**src/rtl/inv_mix_columns_iter.sv**
```systemverilog
// ---------------------------------------------------------------------------
// inv_mix_columns_iter
//   Iterative AES InvMixColumns over a 128-bit state. A single 32-bit column
//   datapath is reused for four consecutive cycles, one column per cycle,
//   updating the working register in place.
//
//   Optional build macro: MIXCOL_FWD_MODE_EN
//     When defined, adds input fwd_mode. It is captured when a state is
//     accepted and selects the forward MixColumns matrix for that operation.
//     Cycle timing is the same in both builds.
//
//   Ports
//     clk        : clock, rising edge
//     reset      : synchronous active-high reset
//     in_valid   : in_state carries a state to transform
//     in_ready   : block accepts a state this cycle (IDLE)
//     in_state   : input state, column c in bits [127-32c -: 32], row 0 = MSB
//     out_valid  : out_state holds a finished result (DONE)
//     out_ready  : consumer takes out_state
//     out_state  : working register, same layout as in_state
//     fwd_mode   : (MIXCOL_FWD_MODE_EN only) 1 = forward MixColumns
// ---------------------------------------------------------------------------
module inv_mix_columns_iter (
    input  logic         clk,
    input  logic         reset,
    input  logic         in_valid,
    output logic         in_ready,
    input  logic [127:0] in_state,
    output logic         out_valid,
    input  logic         out_ready,
    output logic [127:0] out_state
`ifdef MIXCOL_FWD_MODE_EN
    ,
    input  logic         fwd_mode
`endif
);

    localparam int unsigned STATE_W = 128;
    localparam int unsigned COL_W   = 32;
    localparam int unsigned NUM_COL = 4;

    localparam logic [1:0] IDLE = 2'd0;
    localparam logic [1:0] BUSY = 2'd1;
    localparam logic [1:0] DONE = 2'd2;

    // GF(2^8) multiply by x, reduction polynomial 0x11B
    function automatic logic [7:0] xtime(input logic [7:0] b);
        return {b[6:0], 1'b0} ^ (b[7] ? 8'h1b : 8'h00);
    endfunction

    function automatic logic [7:0] mul09(input logic [7:0] b);
        logic [7:0] x8;
        x8 = xtime(xtime(xtime(b)));
        return x8 ^ b;
    endfunction

    function automatic logic [7:0] mul0b(input logic [7:0] b);
        logic [7:0] x2;
        logic [7:0] x8;
        x2 = xtime(b);
        x8 = xtime(xtime(x2));
        return x8 ^ x2 ^ b;
    endfunction

    function automatic logic [7:0] mul0d(input logic [7:0] b);
        logic [7:0] x4;
        logic [7:0] x8;
        x4 = xtime(xtime(b));
        x8 = xtime(x4);
        return x8 ^ x4 ^ b;
    endfunction

    function automatic logic [7:0] mul0e(input logic [7:0] b);
        logic [7:0] x2;
        logic [7:0] x4;
        logic [7:0] x8;
        x2 = xtime(b);
        x4 = xtime(x2);
        x8 = xtime(x4);
        return x8 ^ x4 ^ x2;
    endfunction

    // Inverse column transform, circulant {0e,0b,0d,09}
    function automatic logic [31:0] inv_col(input logic [31:0] c);
        logic [7:0] a0, a1, a2, a3;
        logic [7:0] r0, r1, r2, r3;
        a0 = c[31:24];
        a1 = c[23:16];
        a2 = c[15:8];
        a3 = c[7:0];
        r0 = mul0e(a0) ^ mul0b(a1) ^ mul0d(a2) ^ mul09(a3);
        r1 = mul09(a0) ^ mul0e(a1) ^ mul0b(a2) ^ mul0d(a3);
        r2 = mul0d(a0) ^ mul09(a1) ^ mul0e(a2) ^ mul0b(a3);
        r3 = mul0b(a0) ^ mul0d(a1) ^ mul09(a2) ^ mul0e(a3);
        return {r0, r1, r2, r3};
    endfunction

`ifdef MIXCOL_FWD_MODE_EN
    // Forward column transform, circulant {02,03,01,01}
    function automatic logic [31:0] fwd_col(input logic [31:0] c);
        logic [7:0] a0, a1, a2, a3;
        logic [7:0] r0, r1, r2, r3;
        a0 = c[31:24];
        a1 = c[23:16];
        a2 = c[15:8];
        a3 = c[7:0];
        r0 = xtime(a0) ^ (xtime(a1) ^ a1) ^ a2 ^ a3;
        r1 = a0 ^ xtime(a1) ^ (xtime(a2) ^ a2) ^ a3;
        r2 = a0 ^ a1 ^ xtime(a2) ^ (xtime(a3) ^ a3);
        r3 = (xtime(a0) ^ a0) ^ a1 ^ a2 ^ xtime(a3);
        return {r0, r1, r2, r3};
    endfunction
`endif

    logic [1:0]         state;
    logic [1:0]         state_nxt;
    logic [1:0]         cnt;
    logic [1:0]         cnt_nxt;
    logic [STATE_W-1:0] work;
    logic [STATE_W-1:0] work_nxt;
    logic               in_ready_nxt;
    logic               out_valid_nxt;
    logic [COL_W-1:0]   col_in;
    logic [COL_W-1:0]   col_out;

`ifdef MIXCOL_FWD_MODE_EN
    logic               mode;
    logic               mode_nxt;
`endif

    // Column mux: slot j holds column 3-j (column 0 sits in the MSBs)
    always_comb begin
        col_in = '0;
        for (int j = 0; j < int'(NUM_COL); j++) begin
            if (cnt == 2'(3 - j)) begin
                col_in = work[COL_W*j +: COL_W];
            end
        end
    end

    // Shared column datapath
`ifdef MIXCOL_FWD_MODE_EN
    assign col_out = mode ? fwd_col(col_in) : inv_col(col_in);
`else
    assign col_out = inv_col(col_in);
`endif

    // Next-state, datapath and output decode
    always_comb begin
        state_nxt = state;
        cnt_nxt   = cnt;
        work_nxt  = work;
`ifdef MIXCOL_FWD_MODE_EN
        mode_nxt  = mode;
`endif
        case (state)
            IDLE: begin
                if (in_valid) begin
                    work_nxt  = in_state;
                    cnt_nxt   = 2'd0;
                    state_nxt = BUSY;
`ifdef MIXCOL_FWD_MODE_EN
                    mode_nxt  = fwd_mode;
`endif
                end
            end
            BUSY: begin
                for (int j = 0; j < int'(NUM_COL); j++) begin
                    if (cnt == 2'(3 - j)) begin
                        work_nxt[COL_W*j +: COL_W] = col_out;
                    end
                end
                // Counter wraps 3->0 on the last column
                cnt_nxt = cnt + 2'd1;
                if (cnt == 2'd3) begin
                    state_nxt = DONE;
                end
            end
            DONE: begin
                if (out_ready) begin
                    state_nxt = IDLE;
                end
            end
            default: begin
                state_nxt = IDLE;
            end
        endcase
        in_ready_nxt  = (state_nxt == IDLE);
        out_valid_nxt = (state_nxt == DONE);
    end

    // State and datapath registers
    always_ff @(posedge clk) begin
        if (reset) begin
            state     <= IDLE;
            cnt       <= 2'd0;
            work      <= '0;
            in_ready  <= 1'b1;
            out_valid <= 1'b0;
`ifdef MIXCOL_FWD_MODE_EN
            mode      <= 1'b0;
`endif
        end else begin
            state     <= state_nxt;
            cnt       <= cnt_nxt;
            work      <= work_nxt;
            in_ready  <= in_ready_nxt;
            out_valid <= out_valid_nxt;
`ifdef MIXCOL_FWD_MODE_EN
            mode      <= mode_nxt;
`endif
        end
    end

    assign out_state = work;

endmodule

```
**config.mk**
```make
export PLATFORM = sky130hd
export DESIGN_NAME = inv_mix_columns_iter
export DESIGN_NICKNAME = d
export VERILOG_FILES = /design/src/rtl/inv_mix_columns_iter.sv
export SDC_FILE = /design/constraint.sdc
export NUM_CORES = 1
export LEC_CHECK = 0
export BUFFER_PORTS_ARGS = -buffer_cell sky130_fd_sc_hd__buf_2
export CAP_MARGIN = 30
export CORE_ASPECT_RATIO = 1.4
export CORE_UTILIZATION = 40
export CTS_CLUSTER_SIZE = 20
export DETAILED_ROUTE_END_ITERATION = 6
export HOLD_SLACK_MARGIN = 0.08
export PLACE_DENSITY = 0.73
export SLEW_MARGIN = 15
export SYNTH_ARGS = -nofsm -noshare
export SYNTH_HDL_FRONTEND = slang
export SYNTH_SLANG_ARGS = --single-unit
```
**constraint.sdc**
```tcl
create_clock -name clk -period 3.82 [get_ports clk]
set_input_delay 0.764 -clock clk [delete_from_list [all_inputs] [get_ports clk]]
set_output_delay 0.764 -clock clk [all_outputs]
set_load 0.01 [all_outputs]
```
# Word level (Yosys, flattened, before mapping)
# Cells that the tools add are included.
# totals
reg_bits	134
input_bits	132
output_inout_bits	130
# op_classes
add_sub_neg	1
eq_ne	11
mux	28
n_bitwise	48
n_reduce_logical	9
# op_table
op	n
bitwise XOR 8 bit	37
2-to-1 mux 32 bit	8
case mux 128 bit (2 select lines)	1
2-to-1 mux 128 bit	1
bitwise XOR 8 x 5 -> 8 bit	11
2-to-1 mux 5 bit	12
AND reduction 3 bit	4
!= test 2 bit, second input constant	5
== test 2 bit, second input constant	4
2-to-1 mux 2 bit	4
zero test 2 bit	3
case mux 2 bit (3 select lines)	1
== test 2 x 1 -> 1 bit, second input constant	2
case mux 2 bit (2 select lines)	1
adder 2 x 1 -> 2 bit, second input constant	1
AND reduction 2 bit	1
nonzero test 2 bit	1

# Depth between registers and ports, before layout
# logic_depth
depth_word	18
depth_mapped	15
ltp_nobuf	11

# Worst setup path before layout
# No wires, ideal clock.
# synth_path
path_kind	register to register
startpoint	register cnt[0]
endpoint	register work[116], in the netlist out_state[116]
setup_time_ns	0.138
arrival_ns	3.121
t_required_ns	3.682
setup_slack_ns	0.561
path_stages_with_launch	13
n_path_buf	2
cell_sequence	dfxtp_1 > inv_1 > ha_1 > buf_4 > or2_2 > o21ba_2 > buf_6 > xnor2_4 > xnor3_2 > xnor3_1 > xnor2_1 > mux2i_1 > a211oi_1
# synth_via
elab_chain_len	16
# synth_rtl
element	line_no	rtl
from (decl)	117	logic [1:0] cnt;
from (signal assigned)	205	cnt <= cnt_nxt;
== test 2 bit	135	if (cnt == 2'(3 - j)) begin
2-to-1 mux 32 bit (4 in series)	135	
bitwise XOR 8 x 5 -> 8 bit	48	return {b[6:0], 1'b0} ^ (b[7] ? 8'h1b : 8'h00);
2-to-1 mux 5 bit / bitwise XOR 8 x 5 -> 8 bit (equally long branches)	48	
bitwise XOR 8 x 5 -> 8 bit / 2-to-1 mux 5 bit (equally long branches)	48	
bitwise XOR 8 bit	48	
bitwise XOR 8 bit (2 in series)	80	return x8 ^ x4 ^ x2;
bitwise XOR 8 bit (3 in series)	92	r1 = mul09(a0) ^ mul0e(a1) ^ mul0b(a2) ^ mul0d(a3);
2-to-1 mux 32 bit	169	if (cnt == 2'(3 - j)) begin
case mux 128 bit (2 select lines)	156	case (state)
to (signal assigned)	206	work <= work_nxt;
to (decl)	119	logic [STATE_W-1:0] work;
# Several ways; a longest one is shown, not always the timed one. The select of a mux whose other input is x is not followed.
# A chain may end at the register's enable or synchronous reset.

# Worst setup path after layout
# layout_path
startpoint	register cnt[0]
endpoint	register work[68], in the netlist out_state[68]
# layout_via
elab_chain_len	16
# layout_rtl
element	line_no	rtl
== test 2 bit	135	
2-to-1 mux 32 bit (4 in series)	135	
bitwise XOR 8 x 5 -> 8 bit	48	
2-to-1 mux 5 bit / bitwise XOR 8 x 5 -> 8 bit (equally long branches)	48	
bitwise XOR 8 x 5 -> 8 bit / 2-to-1 mux 5 bit (equally long branches)	48	
bitwise XOR 8 x 5 -> 8 bit / bitwise XOR 8 bit (equally long branches)	48	
bitwise XOR 8 bit, on equally long branches (2 in series)	62, 70	
bitwise XOR 8 bit (3 in series)	94	r3 = mul0b(a0) ^ mul0d(a1) ^ mul09(a2) ^ mul0e(a3);
2-to-1 mux 32 bit	169	
case mux 128 bit (2 select lines)	156	
# Several ways; a longest one is shown, not always the timed one. The select of a mux whose other input is x is not followed.

==> flow_summary_export.csv <==
group,metric,value,unit
sta,finClkSkew,0.0125,ns
synth,yosysWarnings,0,
power,internal-power,6.67,mW
floorplanning,fp-row-count,64,
critical_path,cpMaxStageDelayCell,"xnor3_2",
placed_design,port_buffers,261,
status,outcome,"completed",
power,p_per_area,1030,nW/um^2
clocking,clockRootBuffer,"clkbuf_16",
synth,ys_top_cells_by_count,"a21oi_1 (157), dfxtp_1 (134), nor2_1 (122)",
sta,slew_headroom,38.3,%
clocking,htreeDepth,4,
power,p_switching,5.16,mW
critical_path,worst-r2r-setup-slack,0.18,ns
routing,wl_per_cell,22.0,um
synth,ys_async_sr_fraction,0,%
power,irDropWorstVdd,0.549,mV
routing,drc,0,
sta,final_max_slew_viol_count,0,
grt,grt_pass1_wl,53.3,mm
critical_path,slowest_delay,0.57,ns
critical_path,r2r-start,"cnt[0]",
floorplanning,io_pins,262,
floorplanning,die_w,129,um
synth,ys.flop_type,"dfxtp_1",
critical_path,end_kind,"flop",
floorplanning,dieArea,23300,sq um
grt,grt_use_met1,37.5,%
routing,drt_iter0_drc,763,
worst_hold_path,hold_path_end,"out_state[75]",
final_layout,num_antenna_cells,0,
synth,synth.avg_cell_area,8.74,sq um
synth,synth_nets,1175,
final_layout,drive_gt1_share,31.6,%
grt,antenna_found_initial,0,
power,p_comb_share,68.4,%
power,share_seq_of_total_power,17.0,%
sta,setup_viol,0,
grt,grt_max_degree,78,
synth,synth_area_leader_cell,"dfxtp_1",
worst_hold_path,min_path_cells,2,
grt,grt_use_total,30.5,%
critical_path,worstSetupStartpointType,"flop",
routing,firstDrtPassIters,5,
floorplanning,coreArea,22100,sq um
sta,fmax,0.275,GHz
synth,synth.most_common_cell,"a21oi_1",
power,switching_share,43.6,%
placed_design,hpwl,26.4,mm
synth,synth_edf_count,0,
power,totalPowerFinal,11.8,mW
worst_hold_path,holdCritPathClass,"flop to flop",
final_layout,fill_cells,2154,
critical_path,path_buf_inv,3,
synth,synth-seq-cells,134,
clocking,clock_sinks,134,
sta,worstMarginPinSlew,0.926,ns
clocking,cts_made_buffers,17,
synth,synth_area_leaders,"dfxtp_1 (30%), xnor2_1 (10%), a211oi_1 (8.9%)",
floorplanning,dieHeight,180,um
grt,grt.overflow.total,0,
sta,fin_crit_sh,95.3,%
critical_path,required,4.08,ns
routing,wl,35.0,mm
placed_design,gp_congestion,0.988,
power,power_frac_clock,14.5,%
critical_path,r2r-end,"out_state[68]",
critical_path,startpoint,"cnt[0]",
routing,vias,9116,
final_layout,nets,1417,
clocking,clkTransAtPathRegs,0.06,ns
grt,met2_usage,51.6,%
critical_path,worstPathMaxFanout,31,
clocking,clock_latency,0.43,ns
sta,rsz0062_at_grt,"false",
grt,grt_busiest_layer,"met2",
grt,grt_pass1_vias,9157,
synth,synth_top_area_share,29.5,%
run,drv_cap,0,
power,leakagePower,5.02,nW
grt,met3_usage,3.98,%
critical_path,worstPathArrival,3.90,ns
critical_path,rr_worst_depth,12,
worst_hold_path,hp-start,"out_state[75]",
routing,viasPerCell,5.73,
routing,antenna_left,0,
clocking,cts_tree,"done",
clocking,cts_buffer_depth,2,
final_layout,syn2layout_area_growth,26.2,%
synth,synth_cells,1039,
critical_path,crit_family,"XOR/XNOR gates",
synth,synth_cell_types,57,
synth,synth_area,9080,sq um
critical_path,setup.worst_path.class,"flop to flop",
floorplanning,initial_utilization,41.1,%
sta,post-route-min-period,3.64,ns
critical_path,cp_cell_sequence,"inv_1 > ha_2 > buf_12 > or2_2 > o21ai_1 > xnor3_2 > buf_4 > xnor3_1 > xnor2_1 > and2_1 > mux2i_1 > a221oi_1",
synth,ys_seq_area_share,29.5,%
sta,finalSetupTns,0,ns
sta,hold_violations,0,
-- per-stage QoR --
stage	cell area, sq um	instances	hold slack, ns	util, %	setup slack [ns]
CTS	11400	1585	0.498	51.6	0.131
floorplan	9080	1039	0.487	-	0.561
finish	11500	1590	0.504	51.9	0.181
global route	11500	1590	0.520	51.9	0.00496
global placement	10800	1554	0.478	48.9	0.226
detailed placement	10800	1554	0.489	48.9	0.124
-- registers in the layout (all words and copies together) (netlist names) --
signal     cells
in_ready       1
out_state    128
state          2
cnt            2
out_valid      1
-- cells in the final DEF, fill, tap and decap left out, types with 7 or more instances in the layout --
cell and n:
dfxtp_1 134, a221oi_1 13, o211ai_1 8, o21ai_0 14, xnor2_2 9, xor2_1 26
nand3b_1 11, xnor2_1 105, buf_4 48, buf_2 260, nand2b_1 14, a22oi_2 11
a21oi_1 154, nor2_1 122, clkbuf_16 17, nand2_1 78, o311a_1 7, buf_12 9
xnor3_1 32, a211oi_1 108, nor2b_1 7, inv_1 17
-- cells by family after synthesis --
| group | Yosys count | synth area share, % |
|---|---|---|
| buffers and inverters | 112 | 6.13 |
| and+or+nand+nor | 244 | 11.6 |
| adders and majority gates | 4 | 0.551 |
| muxes | 2 | 0.220 |
| AOI/OAI and AO/OA | 364 | 28.1 |
| xor gates and xnor gates | 179 | 23.9 |
| DFF | 134 | 29.5 |
-- worst register-to-register path, cell delays in order, from the launching register on --
cell      delay (ns)
dfxtp_1         0.40
inv_1           0.12
ha_2            0.23
buf_12          0.17
or2_2           0.33
o21ai_1         0.25
xnor3_2         0.57
buf_4           0.18
xnor3_1         0.41
xnor2_1         0.17
and2_1          0.19
mux2i_1         0.32
a221oi_1        0.13
-- power groups by stage --
stage | clock network, mW | logic [mW] | registers [mW]
2_1_floorplan | 0 | 5.55 | 2.06
3_3_place_gp | 0 | 7.79 | 2.04
3_5_place_dp | 0 | 7.81 | 2.03
4_1_cts | 1.72 | 7.87 | 2.00
5_1_grt | 1.78 | 8.53 | 2.04
6_report | 1.72 | 8.09 | 2.02
-- worst max path at each step --
stage | endpoint | slack (ns) | cells after the start
2_1_floorplan | out_state[116] | 0.56 | 12
3_3_place_gp | out_state[52] | 0.23 | 11
3_5_place_dp | out_state[20] | 0.12 | 11
4_1_cts | out_state[116] | 0.13 | 11
5_1_grt | out_state[68] | 0.005 | 12
6_report | out_state[68] | 0.18 | 12
-- cell type report --
cell class              instances  area (sq um)  share of cell area [%]
well taps                     297           372                    3.24
clock inverters                 9           125                    1.09
clock buffers                  22           474                    4.14
repair buffers                317          1840                    16.1
flip-flops and latches        134          2680                    23.4
inverters                      18          67.6                   0.589
multi-input cells             793          5900                    51.5
-- timing repair --
action | CTS | global route
buffers inserted | 0 | 5
endpoints found under the setup margin | 0 | 10
resized for setup | 0 | 5
hold buffers | 0 | 0
-- routing by layer --
| layer | share of wire, % | wire (um) |
|---|---|---|
| met3 | 6.1 | 2120 |
| met1 | 39 | 13800 |
| met2 | 50 | 17400 |
| met5 | 0 | 0 |
| met4 | 4.5 | 1590 |
(Power assumes the default switching activity.)
